--- src/rtl/pipe_pkg.sv ---
// rtl/pipe_pkg.sv - shared types, constants and helpers for pipe_stage_chain (build option: PIPE_FLUSH_ZERO_EN)
package pipe_pkg;

    // Each data bit a flushed stage loads when zero-on-flush is built in.
    // Reset always loads zeros as well.
    localparam logic FLUSH_DATA_BIT = 1'b0;

    // Widest chain that popcount can count.
    localparam int PIPE_MAX_DEPTH = 32;

    // Stage entry layout {valid, data}. The data field is sized to the widest supported payload.
    // Cells declare their own WIDTH-sized copy of this layout.
    localparam int PIPE_MAX_WIDTH = 64;
    typedef struct packed {
        logic                      valid;
        logic [PIPE_MAX_WIDTH-1:0] data;
    } pipe_entry_t;

    // Counts the set bits of a valid vector. The caller zero-extends the vector to PIPE_MAX_DEPTH bits.
    function automatic logic [31:0] popcount(input logic [PIPE_MAX_DEPTH-1:0] bits);
        logic [31:0] cnt;
        cnt = '0;
        for (int i = 0; i < PIPE_MAX_DEPTH; i++) begin
            cnt = cnt + {31'd0, bits[i]};
        end
        return cnt;
    endfunction

endpackage

--- src/rtl/pipe_stage_cell.sv ---
// rtl/pipe_stage_cell.sv - one {valid,data} pipeline register with hold, kill and sync active-low reset (build option: PIPE_FLUSH_ZERO_EN)
module pipe_stage_cell
    import pipe_pkg::*;
#(
    parameter int WIDTH = 32
) (
    input  logic             clk,
    input  logic             reset,
    input  logic             en_i,
    input  logic             kill_i,
    input  logic [WIDTH-1:0] d_i,
    input  logic             v_i,
    output logic [WIDTH-1:0] data_o,
    output logic             valid_o,
    output logic             nxt_valid_o
);

    logic [WIDTH-1:0] data_q, data_d;
    logic             valid_q, valid_d;

    // Next state: shift in or hold, then apply the kill to whichever entry lands here.
    always_comb begin
        data_d  = data_q;
        valid_d = valid_q;
        if (en_i) begin
            data_d  = d_i;
            valid_d = v_i;
        end
        if (kill_i) begin
            valid_d = 1'b0;
`ifdef PIPE_FLUSH_ZERO_EN
            data_d  = {WIDTH{FLUSH_DATA_BIT}};
`endif
        end
    end

    // Stage register. Reset wins over every other input.
    always_ff @(posedge clk) begin
        if (!reset) begin
            data_q  <= '0;
            valid_q <= 1'b0;
        end else begin
            data_q  <= data_d;
            valid_q <= valid_d;
        end
    end

    assign data_o      = data_q;
    assign valid_o     = valid_q;
    assign nxt_valid_o = valid_d;

endmodule

--- src/rtl/pipe_stage_chain.sv ---
// rtl/pipe_stage_chain.sv - DEPTH-stage payload/valid chain with stall, per-stage flush and occupancy (build option: PIPE_FLUSH_ZERO_EN)
module pipe_stage_chain
    import pipe_pkg::*;
#(
    parameter int WIDTH = 32,
    parameter int DEPTH = 3,
    parameter int CNT_W = $clog2(DEPTH + 1)
) (
    input  logic             clk,
    input  logic             reset,
    input  logic             en,
    input  logic [WIDTH-1:0] in_data,
    input  logic             in_valid,
    input  logic [DEPTH-1:0] flush_mask,
    output logic [WIDTH-1:0] out_data,
    output logic             out_valid,
    output logic [DEPTH-1:0] stage_valid,
    output logic [CNT_W-1:0] occupancy
);

    logic [WIDTH-1:0]          stage_data [DEPTH];
    logic [DEPTH-1:0]          nxt_valid;
    logic [PIPE_MAX_DEPTH-1:0] pop_in;
    logic [CNT_W-1:0]          occupancy_q, occupancy_d;

    // Stage 0 takes the input port; every later stage takes its predecessor.
    for (genvar i = 0; i < DEPTH; i++) begin : g_stage
        logic [WIDTH-1:0] src_data;
        logic             src_valid;
        if (i == 0) begin : g_head
            assign src_data  = in_data;
            assign src_valid = in_valid;
        end else begin : g_body
            assign src_data  = stage_data[i-1];
            assign src_valid = stage_valid[i-1];
        end

        pipe_stage_cell #(.WIDTH(WIDTH)) u_cell (
            .clk         (clk),
            .reset       (reset),
            .en_i        (en),
            .kill_i      (flush_mask[i]),
            .d_i         (src_data),
            .v_i         (src_valid),
            .data_o      (stage_data[i]),
            .valid_o     (stage_valid[i]),
            .nxt_valid_o (nxt_valid[i])
        );
    end

    // Occupancy is counted from next-state valids so it matches stage_valid on the same cycle.
    always_comb begin
        pop_in              = '0;
        pop_in[DEPTH-1:0]   = nxt_valid;
        occupancy_d         = CNT_W'(popcount(pop_in));
    end

    // Occupancy register.
    always_ff @(posedge clk) begin
        if (!reset) begin
            occupancy_q <= '0;
        end else begin
            occupancy_q <= occupancy_d;
        end
    end

    assign out_data  = stage_data[DEPTH-1];
    assign out_valid = stage_valid[DEPTH-1];
    assign occupancy = occupancy_q;

endmodule

--- config.mk ---
export PLATFORM = sky130hd
export DESIGN_NAME = pipe_stage_chain
export DESIGN_NICKNAME = d
export VERILOG_FILES = /design/src/rtl/pipe_pkg.sv /design/src/rtl/pipe_stage_cell.sv /design/src/rtl/pipe_stage_chain.sv
export SDC_FILE = /design/constraint.sdc
export NUM_CORES = 1
export LEC_CHECK = 0
export ABC_AREA = 1
export BUFFER_PORTS_ARGS = -buffer_cell sky130_fd_sc_hd__buf_2
export CORE_AREA = 10 10 101 103
export CTS_BUF_LIST = sky130_fd_sc_hd__clkbuf_16
export CTS_CLUSTER_DIAMETER = 60
export DETAILED_ROUTE_END_ITERATION = 8
export DIE_AREA = 0 0 111 113
export MAX_ROUTING_LAYER = met4
export PLACE_DENSITY_LB_ADDON = 0.12
export SYNTH_ARGS = -nofsm -noshare
export SYNTH_HDL_FRONTEND = slang
export SYNTH_SLANG_ARGS = --single-unit
--- constraint.sdc ---
create_clock -name clk -period 2.25 [get_ports clk]
set_clock_uncertainty 0.2 [all_clocks]
set_input_delay 0.5625 -clock clk [delete_from_list [all_inputs] [get_ports clk]]
set_output_delay 0.5625 -clock clk [all_outputs]
set_load 0.005 [all_outputs]
=== After elaboration in Yosys (flattened, before gate mapping) ===
Cells that the tools add are included.
Widths: inputs -> output; s select.

* Register bits after elaboration: 101
* Bits in latches: 0
* Memory bits (writable): 0
* Memory bits (read-only): 0
* Input port bits: 39
* Output and inout bits: 38
* Word-level logic and storage cells: 15
* Memories: 0

* Add/sub/neg operators: 2
* Multiply operators: 0
* Divide/modulo/power cells: 0
* $lt $le $gt $ge: 0
* Eq/ne operators: 0
* Shift operators: 0
* Multiplexer cells: 6
* Bitwise gates (word level): 0
* Reductions and logical operators: 0

{| class="wikitable"
|+ Operators with widths
! cell !! number
|-
| $mux 1 || 6
|-
| $add 1x1->2 || 1
|-
| $add 2x1->2 || 1
|}

=== Longest topological paths before layout ===
Gate-level depths: netlist of run 1.

* Depth after elaboration: 4
* Depth in mapped cells: 10
* Gate-level depth less buffers: 7

=== Hierarchy ===
Synthesis of run 1 repeated with hierarchy kept, for this count alone.

* Cells, all modules: 454
* Area total of the unflattened synthesis: 3648.5 um2

{| class="wikitable"
|+ Modules (own cells, without submodules)
! module !! instances !! cells each !! area an instance (um2) !! sequential area each (um2)
|-
| pipe_stage_cell || 3 || 148 || 1183.6 || 660.6
|-
| pipe_stage_chain || 1 || 10 || 97.6 || 40.0
|}

=== Least setup slack after synthesis of run 1 ===
OpenSTA, ideal clock, no wires.

* Kind: in2reg
* From: input port en
* To: register occupancy_q[0], in the netlist occupancy[0]
* Library setup time: 0.056 ns
* Arrival time: 1.758 ns
* Data required time: 1.994 ns
* Slack: 0.236 ns
* Cell stages on the path: 10
* Path buffers: 3
* Path through: buf_6 -> buf_8 -> inv_8 -> buf_12 -> nand2_1 -> nand3_1 -> inv_1 -> fa_1 -> nand2_1 -> inv_1

* Longest elaborated chain between the ends: 4
* Elaborated cells between the ends (all ways): 8
* Those cells by class: 2 x add/sub; 6 x mux

{| class="wikitable"
|+ RTL lines
! element !! RTL line !! RTL
|-
| from (decl) || pipe_stage_chain.sv:11 || <nowiki>input logic en,</nowiki>
|-
| $mux 1 || pipe_stage_cell.sv:25 || <nowiki>if (en_i) begin</nowiki>
|-
| $mux 1 || pipe_stage_cell.sv:29 || <nowiki>if (kill_i) begin</nowiki>
|-
| via g_stage[0].u_cell.nxt_valid_o || pipe_stage_cell.sv:15 || <nowiki>output logic nxt_valid_o</nowiki>
|-
| $add 1x1->2 || pipe_pkg.sv:24 || <nowiki>cnt = cnt + {31'd0, bits[i]};</nowiki>
|-
| $add 2x1->2 || pipe_pkg.sv:24 ||
|-
| via occupancy_d[0] || pipe_stage_chain.sv:24 || <nowiki>logic [CNT_W-1:0] occupancy_q, occupancy_d;</nowiki>
|-
| to (signal assigned) || pipe_stage_chain.sv:63 || <nowiki>occupancy_q <= occupancy_d;</nowiki>
|-
| to (decl) || pipe_stage_chain.sv:24 ||
|}

The timed path passes the listed nets, and every way through them passes these cells.
A chain may end at the register's enable or synchronous reset.

=== Worst setup path in the final report of run 1 ===
Ends and elaborated chain as after synthesis.

==> impl_metrics.py, run 1 <==
metrics = {
    "status": {
        "status": "completed",
    },
    "cells_and_area": {
        "diodes": 0,
        "drive_above_1_share_pct": 18.3,
        "final_cell_mix": "195 x nor2_1, 101 x dfxtp_1, 96 x o21ai_0",
        "area_delta_synth_final_pct": 18.0,
        "layout_commonest_cell": "nor2_1",
        "nets": 549,
        "final_area_sq_mm": 0.00423,
    },
    "cts": {
        "cts_setup_buffers": 0,
        "insertion_delay_ns": 0.33,
        "htree_levels": 3,
        "cts_root_buf": "clkbuf_16",
        "clock_sinks": 101,
        "cts.reportedPaths.clkPinSlew_ns": 0.07,
        "cts_buffer_depth": 2,
        "cts_tree": "built",
        "cts_inserted_buffers": 9,
        "cts_resized": 0,
        "hold_buffers": 0,
    },
    "floorplan": {
        "start_util_pct": 44.1,
        "die-area_sq_mm": 0.0125,
        "fp.coreArea_sq_mm": 0.00813,
        "io_pins": 77,
        "die_w_um": 111,
        "rows": 33,
        "chipHeight_um": 113,
    },
    "timing": {
        "slew_headroom_pct": 61.8,
        "fmax_mhz": 569,
        "report.final.hold_viol_count": 0,
        "setup_viol": 0,
        "rsz0062_at_grt": "false",
        "setup_tns_ns": 0,
        "timing.final.ws_setup_ns": 0.492,
        "slew_violations": 0,
        "period_share_pct": 78.1,
        "worstMarginPinSlew_ns": 0.574,
        "whs_ns": 0.246,
        "period_needed_ns": 1.76,
    },
    "job": {
        "maxCapViolCount": 0,
    },
    "worst_setup_path": {
        "reg2reg_depth": 7,
        "worstPathCellList": "buf_2 > nand2_1 > nand3_1 > inv_1 > fa_1 > nand2_1 > inv_1",
        "end_kind": "flop",
        "crit_fanout": 15,
        "crit_path_max_incr_delay_ns": 0.54,
        "cp-start-kind": "input pin",
        "r2r_start": "g_stage[0].u_cell.valid_o",
        "crit_type": "input pin to flop",
        "cp_slowest_cell": "fa_1",
        "crit_start": "en",
        "arrival_ns": 1.84,
        "crit_required_ns": 2.33,
    },
    "placed_design": {
        "portBuffers": 76,
        "dp_hpwl_um": 4730,
        "post-place-ws_ns": 0.152,
        "placedInstanceArea_sq_mm": 0.00393,
        "gp_congestion": 0.736,
    },
    "drt": {
        "drt-pass1-iter-count": 4,
        "drtAntennaViolNets": 0,
        "via_per_inst": 4.67,
        "wl_per_cell_um": 12.5,
        "initialDrtViolationCount": 183,
        "remaining_drc_errors": 0,
        "totalWireLength_um": 7720,
        "num_vias": 2889,
    },
    "pwr": {
        "vdd_drop_max_mv": 0.391,
        "powerDensity_mw_per_mm2": 913,
        "p_leak_nw": 2.01,
        "p_total_mw": 3.86,
    },
    "hold_path": {
        "hold_class": "input pin to flop",
        "hold_start": "in_data[25]",
        "hold_path_depth": 3,
    },
    "global_route": {
        "gr-total-overflow": 0,
        "antenna_found_initial": 0,
        "grt_pass1_vias": 2968,
        "grt_use_total_pct": 12.6,
        "grt_pass1_wl_um": 13300,
        "grt_max_degree": 100,
    },
    "synthesis": {
        "synth_fp_nets": 493,
        "synth-seq-cells": 101,
        "synth_area_sq_mm": 0.00358,
        "synthCells": 453,
        "synth_warnings": 0,
        "synth.distinct_cells": 14,
        "ys_seq_area_share_pct": 56.4,
        "syn_area_per_cell_sq_um": 7.91,
    },
}
cells in the mapped netlist:
master | number | area (sq um)
nand2_1 | 8 | 30.0
inv_1 | 13 | 48.8
o21ai_0 | 96 | 480
clkbuf_2 | 2 | 10.0
fa_1 | 1 | 20.0
inv_8 | 1 | 11.3
nand3_1 | 3 | 15.0
nor2_1 | 195 | 732
buf_6 | 1 | 11.3
dfxtp_1 | 101 | 2020
clkbuf_1 | 17 | 63.8
buf_8 | 2 | 30.0
buf_4 | 12 | 90.1
buf_12 | 1 | 20.0
path summary, 6_finish.rpt:
check                                                    end  slack, ns
worst max-delay path                            occupancy[0]       0.49
worst min-delay path            g_stage[0].u_cell.data_o[25]       0.25
worst max register to register                  occupancy[0]       0.72
worst min register to register  g_stage[1].u_cell.data_o[21]       0.28
per-layer routing:
metal / routed length, um / GRT usage, % / up-vias
li1: - / - / 1534
met1: 3750 / 14.5 / 1292
met2: 3490 / 20.6 / 53
met3: 379 / 3.38 / 10
met4: 108 / 5.03 / 0
met5: 0 / - / -
cell type report:
type,instances,area [sq um]
clock inverters,6,80.1
clock buffers,9,225
repair buffers,80,435
inverters,14,60.1
fillers,798,3900
multi-input cells,303,1280
flip-flops and latches,101,2020
well taps,105,131
sequential cells by signal (all words and copies together), names as in the netlist:
signal	flops
occupancy	2
g_stage.u_cell.valid_o	3
g_stage.u_cell.data_o	96
per-stage QoR:
step                utilization (%)  cells
floorplan                         -    453
global placement               48.3    603
detailed placement             48.3    603
CTS                            52.0    618
global route                   52.0    618
finish                         52.0    618
kinds of logic (layout without fill, tap and decap cells):
kind of cell    Yosys count  after routing  share of synthesized area (%)
fa+ha+maj                 1              1                          0.558
compound gates           96             96                           13.4
flops                   101            101                           56.4
buf+inv                  49            109                           7.96
simple gates            206            206                           21.7
worst max-delay path, delay by kind of cell:
family	cells	cell delay, ns
adders and majority gates	1	0.54
buffers and inverters	3	0.44
and+or+nand+nor	3	0.29
power by group:
part           leakage [nW]  internal, mW  total, mW  switching (mW)
sequential            0.836          1.91       1.96          0.0515
combinational          1.02         0.133      0.324           0.190
clock                 0.150         0.958       1.58           0.623
(Power assumes the default switching activity.)
==> run 2: changes to the inputs <==
Settings changed: ABC_AREA 1 to 0, CORE_AREA 10 10 101 103 to 10 10 104 106, DIE_AREA 0 0 111 113 to 0 0 114 116.
Clock period 2.25 ns to 1.8 ns, I/O delays scaled along.
==> run 2 against run 1 <==
  * Die area rose by 5.4%
  * Flip-flop and latch count unchanged
  * Synthesized area up 6.8%
  * Via count is 20% lower
  * Setup slack got worse by 0.23 ns
  * Clock-buffer cell count did not move
  * Final area is 8.5% higher
  * Core utilization up 0.90 points
  * Final cell count shrank 17%
  * Clock power increased by 16%
  * Critical endpoint unchanged
  * Largest power group unchanged
==> impl_metrics.py, run 2 <==
metrics = {
    "synthesis": {
        "async_flop_share_pct": 0,
        "synth_area_sq_mm": 0.00383,
        "synth.distinct_cells": 11,
        "synth_fp_nets": 370,
        "yosys_most_used_dff": "dfxtp_1",
        "yosysMostFrequentCell": "dfxtp_1",
        "ys_seq_area_share_pct": 52.8,
        "synth_warnings": 0,
        "synth_edf_count": 0,
        "synthDominantCellAreaShare_pct": 52.8,
        "yosys-top-cells-area": "dfxtp_1 53%, mux2i_1 26%, nor2b_1 16%",
        "synth_commonest_cells": "101 x dfxtp_1, 99 x mux2i_1, 96 x nor2b_1",
        "synthCells": 330,
        "syn_area_per_cell_sq_um": 11.6,
        "synth-seq-cells": 101,
        "yosysTopAreaCell": "dfxtp_1",
    },
    "hold_path": {
        "hold_end": "g_stage[2].u_cell.valid_o",
        "hold_start": "flush_mask[2]",
        "hold_class": "input pin to flop",
        "hold_path_depth": 2,
    },
    "worst_setup_path": {
        "reg2reg_slack_ns": 0.26,
        "crit_fanout": 3,
        "reg2reg_depth": 4,
        "r2r_start": "g_stage[1].u_cell.valid_o",
        "end_kind": "flop",
        "r2r-end": "occupancy[0]",
        "crit_required_ns": 1.83,
        "cp-start-kind": "flop",
        "crit_type": "flop to flop",
        "arrival_ns": 1.57,
    },
    "drt": {
        "totalWireLength_um": 6660,
        "via_per_inst": 4.50,
        "remaining_drc_errors": 0,
        "initialDrtViolationCount": 59,
        "drt-pass1-iter-count": 4,
        "drtAntennaViolNets": 0,
        "num_vias": 2301,
        "wl_per_cell_um": 13.0,
    },
    "cts": {
        "cts_root_buf": "clkbuf_16",
        "clock_sinks": 101,
        "cts_tree": "built",
        "cts_inserted_buffers": 9,
        "cts.reportedPaths.clkPinSlew_ns": 0.07,
        "hold_buffers": 0,
        "htree_levels": 3,
        "cts_setup_buffers": 0,
        "insertion_delay_ns": 0.33,
        "cts_resized": 0,
        "cts_buffer_depth": 2,
    },
    "pwr": {
        "powerDensity_mw_per_mm2": 987,
        "vdd_drop_max_mv": 0.559,
        "p_total_mw": 4.53,
        "p_leak_nw": 2.09,
    },
    "cells_and_area": {
        "drive_above_1_share_pct": 25.1,
        "nets": 439,
        "layout_commonest_cell": "dfxtp_1",
        "final_cell_mix": "101 x dfxtp_1, 97 x mux2i_1, 96 x nor2b_1",
        "area_delta_synth_final_pct": 20.0,
        "fin_cells": 511,
        "largest_reg_flops": 96,
        "diodes": 0,
    },
    "global_route": {
        "gr-total-overflow": 0,
        "grt_max_degree": 102,
        "grt_use_total_pct": 10.7,
        "grt_pass1_vias": 2324,
        "antenna_found_initial": 0,
        "grt_pass1_wl_um": 11200,
    },
    "timing": {
        "period_needed_ns": 1.54,
        "rsz0062_at_grt": "false",
        "slew_headroom_pct": 75.0,
        "period_share_pct": 85.7,
        "slew_violations": 0,
        "worstMarginPinSlew_ns": 0.375,
        "report.final.hold_viol_count": 0,
        "fmax_mhz": 648,
        "setup_viol": 0,
    },
    "floorplan": {
        "chipHeight_um": 116,
        "rows": 34,
        "io_pins": 77,
        "fp.coreArea_sq_mm": 0.00868,
        "start_util_pct": 44.1,
        "die-area_sq_mm": 0.0132,
        "die_w_um": 114,
    },
    "job": {
        "maxCapViolCount": 0,
    },
    "placed_design": {
        "dp_hpwl_um": 4380,
        "placedCellCount": 496,
        "portBuffers": 76,
        "gp_congestion": 0.710,
    },
    "status": {
        "status": "completed",
    },
}
==> run 2: cell types whose count changed after synthesis, moves of 13 or more <==
cell,before,now
nor2b_1,0,96
nor2_1,195,3
mux2i_1,0,99
inv_1,13,0
o21ai_0,96,0
==> run 2: power by group <==
group	total, mW	switching, mW	internal, mW
combinational	0.337	0.148	0.189
sequential	2.35	0.0380	2.32
clock	1.84	0.783	1.06
total	4.53	0.969	3.56
==> run 2: metrics by stage <==
stage | setup slack, ns | cell area [sq um] | util (%) | hold slack (ns) | TNS (ns)
floorplan | -0.250 | 3850 | - | 0.282 | -0.440
global placement | 0.0138 | 4310 | 49.7 | 0.290 | 0
detailed placement | -0.0378 | 4310 | 49.7 | 0.298 | -0.0378
CTS | 0.248 | 4590 | 52.9 | 0.0811 | 0
global route | 0.160 | 4590 | 52.9 | 0.0853 | 0
finish | 0.257 | 4590 | 52.9 | 0.0924 | 0
==> run 2: logic make-up after synthesis <==
kind of cell,synth area share [%]
flops,52.8
fa+ha+maj,0.523
mux,25.9
buf+inv,3.50
simple gates,17.3
==> run 2: layer usage <==
metal,track usage [%],vias up,share of wire [%]
met2,16.2,41,46
met5,-,-,0
met4,4.26,0,1.2
met3,4.60,5,6.5
li1,-,1221,-
met1,12.2,1034,46
==> run 2: worst max-delay path by stage <==
stage                               from      endpoint  cells after the start
2_1_floorplan                         en  occupancy[0]                      7
3_3_place_gp                          en  occupancy[0]                      5
3_5_place_dp                          en  occupancy[0]                      5
4_1_cts        g_stage[1].u_cell.valid_o  occupancy[0]                      4
5_1_grt        g_stage[0].u_cell.valid_o  occupancy[0]                      4
6_report       g_stage[1].u_cell.valid_o  occupancy[0]                      4
==> run 2: area by class of cell <==
| cell class | count | area, sq um |
|---|---|---|
| Clock buffer | 9 | 225 |
| Clock inverter | 6 | 57.6 |
| Fill cell | 838 | 4090 |
| Multi-Input combinational cell | 204 | 1680 |
| Sequential cell | 101 | 2020 |
| Tap cell | 108 | 135 |
| Timing Repair Buffer | 83 | 473 |
==> run 2: worst max-delay path, cell delays in order, from the launching register on <==
cell and delay [ns]:
dfxtp_1 0.39, mux2i_1 0.11, nor2_1 0.15, fa_1 0.44
and2_1 0.15
==> run 3: changes to the inputs <==
==> constraint.sdc (replaced) <==
create_clock -name clk -period 1.8 [get_ports clk]
set_clock_uncertainty 0.2 [all_clocks]
set_input_delay 0.45 -clock clk [delete_from_list [all_inputs] [get_ports clk]]
set_output_delay 0.45 -clock clk [all_outputs]
set_load 0.1 [all_outputs]
==> run 3 against run 2 <==
  * Clock-buffer cell count stayed put
  * Clock power hardly changed
  * Flip-flop and latch count stayed put
  * Combinational power is 31% higher
  * Die area stayed put
  * Wire length is 0.35% higher
  * Largest power group unchanged
==> impl_metrics.py, run 3 (same netlist as run 2, synthesis figures left out) <==
metrics = {
    "worst_setup_path": {
        "cp_slowest_cell": "buf_2",
        "reg2reg_depth": 4,
        "cp.buffers_inverters": 1,
        "reg2reg_slack_ns": 0.28,
        "crit_required_ns": 1.15,
        "cp-start-kind": "flop",
        "worst_path_dominant_cell_family": "buffers and inverters",
        "crit_fanout": 3,
        "end_kind": "output pin",
        "crit_path_max_incr_delay_ns": 0.43,
        "r2r-end": "occupancy[0]",
        "arrival_ns": 1.10,
        "r2r_start": "g_stage[1].u_cell.valid_o",
        "crit_start": "g_stage[2].u_cell.valid_o",
        "crit_type": "flop to output pin",
        "worstPathCellList": "buf_2",
    },
    "global_route": {
        "gr-total-overflow": 0,
        "antenna_found_initial": 0,
        "grt_use_total_pct": 10.8,
        "grt_pass1_wl_um": 11400,
        "grt_pass1_vias": 2389,
        "grt_max_degree": 49,
    },
    "floorplan": {
        "die-area_sq_mm": 0.0132,
        "die_w_um": 114,
        "io_pins": 77,
        "chipHeight_um": 116,
        "start_util_pct": 44.1,
        "fp.coreArea_sq_mm": 0.00868,
        "rows": 34,
    },
    "cts": {
        "cts_setup_buffers": 0,
        "cts.reportedPaths.clkPinSlew_ns": 0.06,
        "insertion_delay_ns": 0.33,
        "cts_inserted_buffers": 9,
        "cts_root_buf": "clkbuf_16",
        "htree_levels": 3,
        "cts_buffer_depth": 2,
        "cts_tree": "built",
        "clock_sinks": 101,
    },
    "cells_and_area": {
        "fin_cells": 511,
        "area_delta_synth_final_pct": 20.9,
        "layout_commonest_cell": "dfxtp_1",
        "nets": 440,
        "diodes": 0,
        "largest_reg_flops": 96,
        "drive_above_1_share_pct": 25.6,
        "final_cell_mix": "100 x dfxtp_1, 97 x mux2i_1, 96 x nor2b_1",
    },
    "pwr": {
        "p_total_mw": 4.62,
        "powerDensity_mw_per_mm2": 998,
        "p_leak_nw": 2.09,
        "vdd_drop_max_mv": 0.655,
    },
    "job": {
        "maxCapViolCount": 0,
    },
    "hold_path": {
        "hold_end": "g_stage[2].u_cell.valid_o",
        "hold_class": "input pin to flop",
        "hold_path_depth": 2,
        "hold_start": "flush_mask[2]",
    },
    "drt": {
        "via_per_inst": 4.54,
        "drtAntennaViolNets": 0,
        "remaining_drc_errors": 0,
        "totalWireLength_um": 6680,
        "wl_per_cell_um": 13.1,
        "initialDrtViolationCount": 57,
        "num_vias": 2321,
        "drt-pass1-iter-count": 4,
    },
    "status": {
        "status": "completed",
    },
    "timing": {
        "worstMarginPinSlew_ns": 0.504,
        "rsz0062_at_grt": "false",
        "report.final.hold_viol_count": 0,
        "setup_viol": 0,
        "period_needed_ns": 1.75,
        "fmax_mhz": 573,
        "slew_headroom_pct": 66.6,
        "slew_violations": 0,
        "period_share_pct": 97.0,
        "setup_tns_ns": 0,
    },
    "placed_design": {
        "placedCellCount": 497,
        "portBuffers": 76,
        "gp_congestion": 0.725,
        "dp_hpwl_um": 4640,
    },
}
[run 3: changes by cell type in the layout (fill, tap and decap cells not counted)]
| cell | change |
|---|---|
| buf_2 | -8 |
| dfxtp_2 | +1 |
| buf_4 | +2 |
| inv_1 | -2 |
| clkbuf_4 | +6 |
| dfxtp_1 | -1 |
| clkinv_1 | +1 |
| buf_12 | +1 |
[run 3: what timing repair did]
item | in CTS | in global routing
endpoints found under the setup margin | 2 | 6
resized for setup | 2 | 6
hold buffers | 0 | 0
[run 3: metal layers]
metal	track usage [%]	share of wire, %
met1	13.0	48
met5	-	0
met4	2.76	1.0
met3	4.50	5.3
met2	16.3	46
[run 3: how the worst max path moves through the flow]
| stage | to | slack, ns | depth (start not counted) |
|---|---|---|---|
| 2_1_floorplan | occupancy[0] | -0.25 | 7 |
| 3_3_place_gp | occupancy[0] | 0.006 | 5 |
| 3_5_place_dp | occupancy[0] | -0.03 | 5 |
| 4_1_cts | out_data[27] | 0.01 | 1 |
| 5_1_grt | out_data[20] | 0.004 | 1 |
| 6_report | out_valid | 0.05 | 1 |
[run 3: metrics by stage]
step	hold slack (ns)	worst slack, ns	instance area [sq um]	utilization [%]
after floorplan	0.282	-0.251	3850	-
after global placement	0.291	0.00615	4330	49.9
after detailed placement	0.297	-0.0275	4330	49.9
after CTS	0.0820	0.0102	4620	53.2
after global routing	0.0852	0.00386	4630	53.4
final	0.0937	0.0538	4630	53.4
[run 3: cell type report]
type	instances	area, sq um
Multi-Input combinational cell	204	1680
Tap cell	108	135
Timing Repair Buffer	84	513
Clock inverter	5	53.8
Fill cell	833	4050
Clock buffer	9	225
Sequential cell	101	2020
[run 3: where the power goes]
| group | switching, mW | internal (mW) |
|---|---|---|
| Sequential | 0.0389 | 2.32 |
| Clock | 0.769 | 1.05 |
| Combinational | 0.248 | 0.195 |
